$ cat src/rtl/slave_port_initiator_if.sv
// Bundle between the slave-port initiator and its environment.
// Carries the command/response handshake and the packed multi-lane slave memory port.
// master: the initiator's view (takes commands, drives the memory port).
// slave : the environment's view (issues commands, answers on the memory port).
interface slave_port_initiator_if #(
    parameter int unsigned N_CH   = 2,
    parameter int unsigned ADDR_W = 7,
    parameter int unsigned DATA_W = 8,
    parameter int unsigned SIZE_W = 4
);
    // command channel
    logic                     cmd_valid;
    logic                     cmd_ready;
    logic                     cmd_write;
    logic [ADDR_W-1:0]        cmd_addr;
    logic [DATA_W-1:0]        cmd_wdata;
    logic [SIZE_W-1:0]        cmd_size;
    // response channel
    logic                     rsp_valid;
    logic                     rsp_ready;
    logic [DATA_W-1:0]        rsp_rdata;
    logic                     rsp_err;
    // packed slave memory port
    logic [N_CH-1:0]          S_oe_ram;
    logic [N_CH-1:0]          S_we_ram;
    logic [N_CH*ADDR_W-1:0]   S_addr_ram;
    logic [N_CH*DATA_W-1:0]   S_Wdata_ram;
    logic [N_CH*SIZE_W-1:0]   S_data_ram_size;
    logic [N_CH*DATA_W-1:0]   Sout_Rdata_ram;
    logic [N_CH-1:0]          Sout_DataRdy;

    modport master (
        input  cmd_valid, cmd_write, cmd_addr, cmd_wdata, cmd_size, rsp_ready,
        input  Sout_Rdata_ram, Sout_DataRdy,
        output cmd_ready, rsp_valid, rsp_rdata, rsp_err,
        output S_oe_ram, S_we_ram, S_addr_ram, S_Wdata_ram, S_data_ram_size
    );

    modport slave (
        output cmd_valid, cmd_write, cmd_addr, cmd_wdata, cmd_size, rsp_ready,
        output Sout_Rdata_ram, Sout_DataRdy,
        input  cmd_ready, rsp_valid, rsp_rdata, rsp_err,
        input  S_oe_ram, S_we_ram, S_addr_ram, S_Wdata_ram, S_data_ram_size
    );
endinterface

$ cat src/rtl/slave_port_initiator.sv
// Single-command initiator for the slave memory port of the simulation top.
// Accepts one read/write over a valid/ready command channel, drives lane LANE of the
// packed port until Sout_DataRdy[LANE] or a timeout, then returns one response.
// Ports:
//   clock - rising-edge clock
//   reset - asynchronous active-low reset
//   bus   - command/response handshake plus packed slave port (master modport)
module slave_port_initiator #(
    parameter int unsigned N_CH    = 2,
    parameter int unsigned LANE    = 0,
    parameter int unsigned ADDR_W  = 7,
    parameter int unsigned DATA_W  = 8,
    parameter int unsigned SIZE_W  = 4,
    parameter int unsigned TIMEOUT = 255
) (
    input  logic                  clock,
    input  logic                  reset,
    slave_port_initiator_if.master bus
);
    localparam logic [7:0] TimeoutCnt = 8'(TIMEOUT);

    typedef enum logic [1:0] {StIdle, StReq, StRsp} state_e;

    state_e              r_state,  w_state_d;
    logic                r_cmd_ready, w_cmd_ready_d;
    logic                r_oe,     w_oe_d;
    logic                r_we,     w_we_d;
    logic [ADDR_W-1:0]   r_addr,   w_addr_d;
    logic [DATA_W-1:0]   r_wdata,  w_wdata_d;
    logic [SIZE_W-1:0]   r_size,   w_size_d;
    logic [7:0]          r_cnt,    w_cnt_d;
    logic                r_rsp_valid, w_rsp_valid_d;
    logic [DATA_W-1:0]   r_rsp_rdata, w_rsp_rdata_d;
    logic                r_rsp_err,   w_rsp_err_d;

    logic [7:0]          w_cnt_inc;
    logic                w_lane_rdy;
    logic [DATA_W-1:0]   w_lane_rdata;

    assign w_cnt_inc    = r_cnt + 8'd1;
    assign w_lane_rdy   = bus.Sout_DataRdy[LANE];
    assign w_lane_rdata = bus.Sout_Rdata_ram[LANE*DATA_W +: DATA_W];

    always_comb begin
        w_state_d     = r_state;
        w_oe_d        = r_oe;
        w_we_d        = r_we;
        w_addr_d      = r_addr;
        w_wdata_d     = r_wdata;
        w_size_d      = r_size;
        w_cnt_d       = r_cnt;
        w_rsp_valid_d = r_rsp_valid;
        w_rsp_rdata_d = r_rsp_rdata;
        w_rsp_err_d   = r_rsp_err;

        unique case (r_state)
            StIdle: begin
                // r_cmd_ready stays low for the first cycle out of reset
                if (bus.cmd_valid && r_cmd_ready) begin
                    w_state_d = StReq;
                    w_oe_d    = !bus.cmd_write;
                    w_we_d    = bus.cmd_write;
                    w_addr_d  = bus.cmd_addr;
                    w_wdata_d = bus.cmd_write ? bus.cmd_wdata : '0;
                    w_size_d  = bus.cmd_size;
                    w_cnt_d   = '0;
                end
            end
            StReq: begin
                // Completion is checked first so a DataRdy on the last allowed cycle wins
                if (w_lane_rdy || (w_cnt_inc == TimeoutCnt)) begin
                    w_state_d     = StRsp;
                    w_rsp_valid_d = 1'b1;
                    w_rsp_err_d   = !w_lane_rdy;
                    w_rsp_rdata_d = (w_lane_rdy && r_oe) ? w_lane_rdata : '0;
                    w_oe_d        = 1'b0;
                    w_we_d        = 1'b0;
                    w_addr_d      = '0;
                    w_wdata_d     = '0;
                    w_size_d      = '0;
                end
                w_cnt_d = w_cnt_inc;
            end
            StRsp: begin
                if (bus.rsp_ready) begin
                    w_state_d     = StIdle;
                    w_rsp_valid_d = 1'b0;
                    w_rsp_err_d   = 1'b0;
                    w_cnt_d       = '0;
                end
            end
            default: w_state_d = StIdle;
        endcase

        w_cmd_ready_d = (w_state_d == StIdle);
    end

    always_ff @(posedge clock or negedge reset) begin
        if (!reset) begin
            r_state     <= StIdle;
            r_cmd_ready <= 1'b0;
            r_oe        <= 1'b0;
            r_we        <= 1'b0;
            r_addr      <= '0;
            r_wdata     <= '0;
            r_size      <= '0;
            r_cnt       <= '0;
            r_rsp_valid <= 1'b0;
            r_rsp_rdata <= '0;
            r_rsp_err   <= 1'b0;
        end else begin
            r_state     <= w_state_d;
            r_cmd_ready <= w_cmd_ready_d;
            r_oe        <= w_oe_d;
            r_we        <= w_we_d;
            r_addr      <= w_addr_d;
            r_wdata     <= w_wdata_d;
            r_size      <= w_size_d;
            r_cnt       <= w_cnt_d;
            r_rsp_valid <= w_rsp_valid_d;
            r_rsp_rdata <= w_rsp_rdata_d;
            r_rsp_err   <= w_rsp_err_d;
        end
    end

    // Only lane LANE is ever driven; the rest of each packed bus stays zero.
    always_comb begin
        bus.cmd_ready       = r_cmd_ready;
        bus.rsp_valid       = r_rsp_valid;
        bus.rsp_rdata       = r_rsp_rdata;
        bus.rsp_err         = r_rsp_err;
        bus.S_oe_ram        = '0;
        bus.S_we_ram        = '0;
        bus.S_addr_ram      = '0;
        bus.S_Wdata_ram     = '0;
        bus.S_data_ram_size = '0;
        bus.S_oe_ram[LANE]                            = r_oe;
        bus.S_we_ram[LANE]                            = r_we;
        bus.S_addr_ram[LANE*ADDR_W +: ADDR_W]         = r_addr;
        bus.S_Wdata_ram[LANE*DATA_W +: DATA_W]        = r_wdata;
        bus.S_data_ram_size[LANE*SIZE_W +: SIZE_W]    = r_size;
    end
endmodule

$ cat src/flat_wrapper.sv
// flat-port wrapper written by rule: the top's interface ports become plain ports
module slave_port_initiator_flat 
#(
    parameter int unsigned N_CH    = 2,
    parameter int unsigned LANE    = 0,
    parameter int unsigned ADDR_W  = 7,
    parameter int unsigned DATA_W  = 8,
    parameter int unsigned SIZE_W  = 4,
    parameter int unsigned TIMEOUT = 255
)
  (clock, reset, bus_cmd_valid, bus_cmd_write, bus_cmd_addr, bus_cmd_wdata, bus_cmd_size, bus_rsp_ready, bus_Sout_Rdata_ram, bus_Sout_DataRdy, bus_cmd_ready, bus_rsp_valid, bus_rsp_rdata, bus_rsp_err, bus_S_oe_ram, bus_S_we_ram, bus_S_addr_ram, bus_S_Wdata_ram, bus_S_data_ram_size);
  slave_port_initiator_if #(.N_CH(N_CH), .ADDR_W(ADDR_W), .DATA_W(DATA_W), .SIZE_W(SIZE_W)) bus_i ();
  input  logic clock;
  input  logic reset;
  input wire logic [$bits(bus_i.cmd_valid)-1:0] bus_cmd_valid;
  input wire logic [$bits(bus_i.cmd_write)-1:0] bus_cmd_write;
  input wire logic [$bits(bus_i.cmd_addr)-1:0] bus_cmd_addr;
  input wire logic [$bits(bus_i.cmd_wdata)-1:0] bus_cmd_wdata;
  input wire logic [$bits(bus_i.cmd_size)-1:0] bus_cmd_size;
  input wire logic [$bits(bus_i.rsp_ready)-1:0] bus_rsp_ready;
  input wire logic [$bits(bus_i.Sout_Rdata_ram)-1:0] bus_Sout_Rdata_ram;
  input wire logic [$bits(bus_i.Sout_DataRdy)-1:0] bus_Sout_DataRdy;
  output wire logic [$bits(bus_i.cmd_ready)-1:0] bus_cmd_ready;
  output wire logic [$bits(bus_i.rsp_valid)-1:0] bus_rsp_valid;
  output wire logic [$bits(bus_i.rsp_rdata)-1:0] bus_rsp_rdata;
  output wire logic [$bits(bus_i.rsp_err)-1:0] bus_rsp_err;
  output wire logic [$bits(bus_i.S_oe_ram)-1:0] bus_S_oe_ram;
  output wire logic [$bits(bus_i.S_we_ram)-1:0] bus_S_we_ram;
  output wire logic [$bits(bus_i.S_addr_ram)-1:0] bus_S_addr_ram;
  output wire logic [$bits(bus_i.S_Wdata_ram)-1:0] bus_S_Wdata_ram;
  output wire logic [$bits(bus_i.S_data_ram_size)-1:0] bus_S_data_ram_size;
  assign bus_i.cmd_valid = bus_cmd_valid;
  assign bus_i.cmd_write = bus_cmd_write;
  assign bus_i.cmd_addr = bus_cmd_addr;
  assign bus_i.cmd_wdata = bus_cmd_wdata;
  assign bus_i.cmd_size = bus_cmd_size;
  assign bus_i.rsp_ready = bus_rsp_ready;
  assign bus_i.Sout_Rdata_ram = bus_Sout_Rdata_ram;
  assign bus_i.Sout_DataRdy = bus_Sout_DataRdy;
  assign bus_cmd_ready = bus_i.cmd_ready;
  assign bus_rsp_valid = bus_i.rsp_valid;
  assign bus_rsp_rdata = bus_i.rsp_rdata;
  assign bus_rsp_err = bus_i.rsp_err;
  assign bus_S_oe_ram = bus_i.S_oe_ram;
  assign bus_S_we_ram = bus_i.S_we_ram;
  assign bus_S_addr_ram = bus_i.S_addr_ram;
  assign bus_S_Wdata_ram = bus_i.S_Wdata_ram;
  assign bus_S_data_ram_size = bus_i.S_data_ram_size;
  slave_port_initiator #(.N_CH(N_CH), .LANE(LANE), .ADDR_W(ADDR_W), .DATA_W(DATA_W), .SIZE_W(SIZE_W), .TIMEOUT(TIMEOUT)) u_core (.clock(clock), .reset(reset), .bus(bus_i));
endmodule
$ cat config.mk
export PLATFORM = sky130hd
export DESIGN_NAME = slave_port_initiator_flat
export DESIGN_NICKNAME = d
export VERILOG_FILES = /design/src/rtl/slave_port_initiator_if.sv /design/src/rtl/slave_port_initiator.sv /design/src/flat_wrapper.sv
export SDC_FILE = /design/constraint.sdc
export NUM_CORES = 1
export LEC_CHECK = 0
export CAP_MARGIN = 20
export CORE_MARGIN = 2
export CORE_UTILIZATION = 35
export CTS_CLUSTER_SIZE = 20
export DETAILED_ROUTE_END_ITERATION = 12
export PLACE_DENSITY = 0.81
export REMOVE_ABC_BUFFERS = 1
export SETUP_SLACK_MARGIN = 0.4
export SLEW_MARGIN = 20
export SYNTH_ARGS = -nofsm -noshare
export SYNTH_HDL_FRONTEND = slang
export SYNTH_SLANG_ARGS = --single-unit
$ cat constraint.sdc
create_clock -name clock -period 5.59 [get_ports clock]
set_input_delay 1.3975 -clock clock [delete_from_list [all_inputs] [get_ports clock]]
set_output_delay 1.3975 -clock clock [all_outputs]
set_load 0.02 [all_outputs]
==> out/metrics.cfg <==
[clock_network]
cts_resized=0
clk_pin_slew_ps=80
cts_made_buffers=5
clk_latency_ps=300
root_buffer=clkbuf_8
ctsHoldBuffers=0
cts_sinks=42
htreeDepth=2
postCtsSetupRepairBufs=0
clockBufferDepth=2
cts_tree=built

[detailed_routing]
wl_per_cell_um=15.02
wl_um=5046
vias=1740
first_iter_violations=98
drt_pre_antenna_iters=4
routed_via_density=5.179
ant_nets=0
post-route-drc-count=0

[worst_setup_path]
crit_path_start_kind=input pin
cp_max_fo=16
crit_type=input pin to flip-flop
worstPathArrival_ps=3330
cp.required_ps=5800
cp-end-kind=flip-flop
r2r_setup_slack_ps=3300

[pwr]
power_mw=1.595
p_per_area_nw_per_um2=561.1
irDropWorstVdd_v=0.0002850
clkPwrFrac_pct=15.4
switching_share_pct=38.31
leakage_nw=1.281
p_sw_uw=611.1
internal-power_uw=984.1
combPwrFrac_pct=51.1
power_frac_seq_pct=33.5

[layout]
diodes=0
nNetsFinal=305
fill_cells=558
multi_input_comb_area_um2=923.4
stdcell_count=336
regArea_um2=1051
drive_gt1_share_pct=4.981
area_growth_pct=33.10

[yosys]
synth_top_area_share_pct=49.21
syn_area_um2=2136
synth_seq_area_share_pct=49.21
synth_ff_type=dfrtp_1
synthTopCellsByArea=dfrtp_1 49%, a221o_1 8.4%, buf_4 8.1%
synth.most_common_cell=dfrtp_1
synthArstFlopShare_pct=100.0
ys_warn_count=0
synth-seq-cells=42
syn_avg_cell_area_um2=10.47
syn_inst=204
synth_cell_types=31
synth_edf_count=0
ys_top_cells_by_count=42 x dfrtp_1, 24 x and3_1, 23 x buf_4, 18 x a221o_1, 15 x o21ai_0
synth_top_area_cell=dfrtp_1

[floorplanning]
die_h_um=82.12
initial_utilization_pct=36.07
die_w_um=82.12
core_um2=5921
io_pins=95
die-area_um2=6743
rows=28

[timing]
hold_viol_final=0
relSlewSlack_pct=38.39
grt_setup_unrepaired=false
clock_skew_ps=9.109
fin_crit_sh_pct=55.89
fin_crit_ps=3124
max_freq_ghz=0.3201
tns_ps=0
slew_violations=0
setup_viol=0
worst_hold_slack_ps=507.1
tightest_slew_ps=924.2

[worst_hold_path]
worstHoldPathType=flip-flop to flip-flop

[flow_run]
maxCapViolations=0

[place]
dp_hpwl_um=3385
dp.cells=329
gp_routability_congestion=0.8182
io_buffer_count=64

[run_status]
status=finished, final reports clean

[grt]
grt_pass1_wl_um=8128
grt_usage_pct=15.91
grt_pass1_vias=1687
grt_remaining_overflow=0
grt_max_degree=43
grt_antenna_before_repair=0

metal layers:
layer	global-route usage, %	share of wire, %	vias up
li1	-	-	827
met1	21.17	45	840
met2	25.45	48	68
met3	4.022	6.2	5
met4	5.167	0.81	0
met5	0	0	-
layout by cell type, fill, tap and decap left out, types with 2 or more instances in the layout:
cell type	count
nand3_1	6
dfrtp_1	42
a21o_1	12
conb_1	21
nor2_1	4
or3_1	2
o21ai_0	15
a211oi_2	2
ha_1	2
buf_4	2
clkdlybuf4s50_1	63
a221o_1	18
a21oi_1	3
a22o_1	8
nand4_1	2
nand2_1	9
and3_1	24
a31oi_1	3
o31ai_1	2
xor2_1	2
clkbuf_8	6
inv_1	3
sequential cells by signal (all words and copies together) (netlist names):
| register | count |
|---|---|
| u_core.r_oe | 1 |
| u_core.r_we | 1 |
| u_core.r_size | 4 |
| u_core.bus.rsp_rdata | 8 |
| u_core.r_state | 2 |
| u_core.bus.rsp_valid | 1 |
| u_core.r_addr | 7 |
| u_core.bus.rsp_err | 1 |
| u_core.bus.cmd_ready | 1 |
| u_core.r_cnt | 8 |
| u_core.r_wdata | 8 |
logic make-up (layout without fill, tap and decap cells):
group	after synthesis	in the layout	share of synthesized area [%]
AOI/OAI and AO/OA	65	65	23.43
xor gates and xnor gates	2	2	0.8203
adders and majority gates	2	2	1.171
buffers and inverters	39	76	11.31
DFF	42	42	49.21
other	1	21	0.1756
and+or+nand+nor	53	53	13.88
critical path: stages:
cell and delay [ps]:
clkdlybuf4s50_1 410, and3_1 400, nor3_1 760, o21ai_0 230
o21ai_0 140
power by group through the flow:
stage / sequential, mW / combinational [mW] / clock (mW)
after floorplan: 0.658 / 0.344 / 0
after global placement: 0.534 / 0.798 / 0
after detailed placement: 0.536 / 0.820 / 0
after CTS: 0.534 / 0.823 / 0.252
after global routing: 0.554 / 0.882 / 0.265
final: 0.534 / 0.816 / 0.245
cell type report:
cell class                 count  share of cell area [%]
sequential                    42                   36.97
inverter                       3                  0.3961
tap                           75                   3.301
timing repair buffer          66                   22.89
multi-input combinational    143                   32.48
clock buffer                   6                   2.905
clock inverter                 1                   1.056
final timing paths:
check | from | endpoint | cells after the start
max | bus_cmd_valid | u_core.r_cnt[7]$_DFFE_PN0P_ | 5
min | u_core.r_wdata[2]$_DFFE_PN0P_ | u_core.r_wdata[2]$_DFFE_PN0P_ | 1
max reg2reg | u_core.r_cnt[0]$_DFFE_PN0P_ | u_core.r_wdata[1]$_DFFE_PN0P_ | 7
min reg2reg | u_core.r_wdata[2]$_DFFE_PN0P_ | u_core.r_wdata[2]$_DFFE_PN0P_ | 1
max in group asynchronous | reset | u_core.r_addr[6]$_DFFE_PN0P_ | 1
min in group asynchronous | reset | u_core.bus.rsp_rdata[7]$_DFFE_PN0P_ | 1
through the flow:
stage | setup slack (ps) | util, % | cell area (µm²)
5_1_grt | 2227 | 48.01 | 2843
6_report | 2466 | 48.01 | 2843
3_3_place_gp | 2262 | 46.11 | 2730
3_5_place_dp | 2143 | 46.11 | 2730
2_1_floorplan | 2277 | - | 1981
4_1_cts | 2448 | 48.01 | 2843
Note: power is estimated with default switching activity, not from simulation.
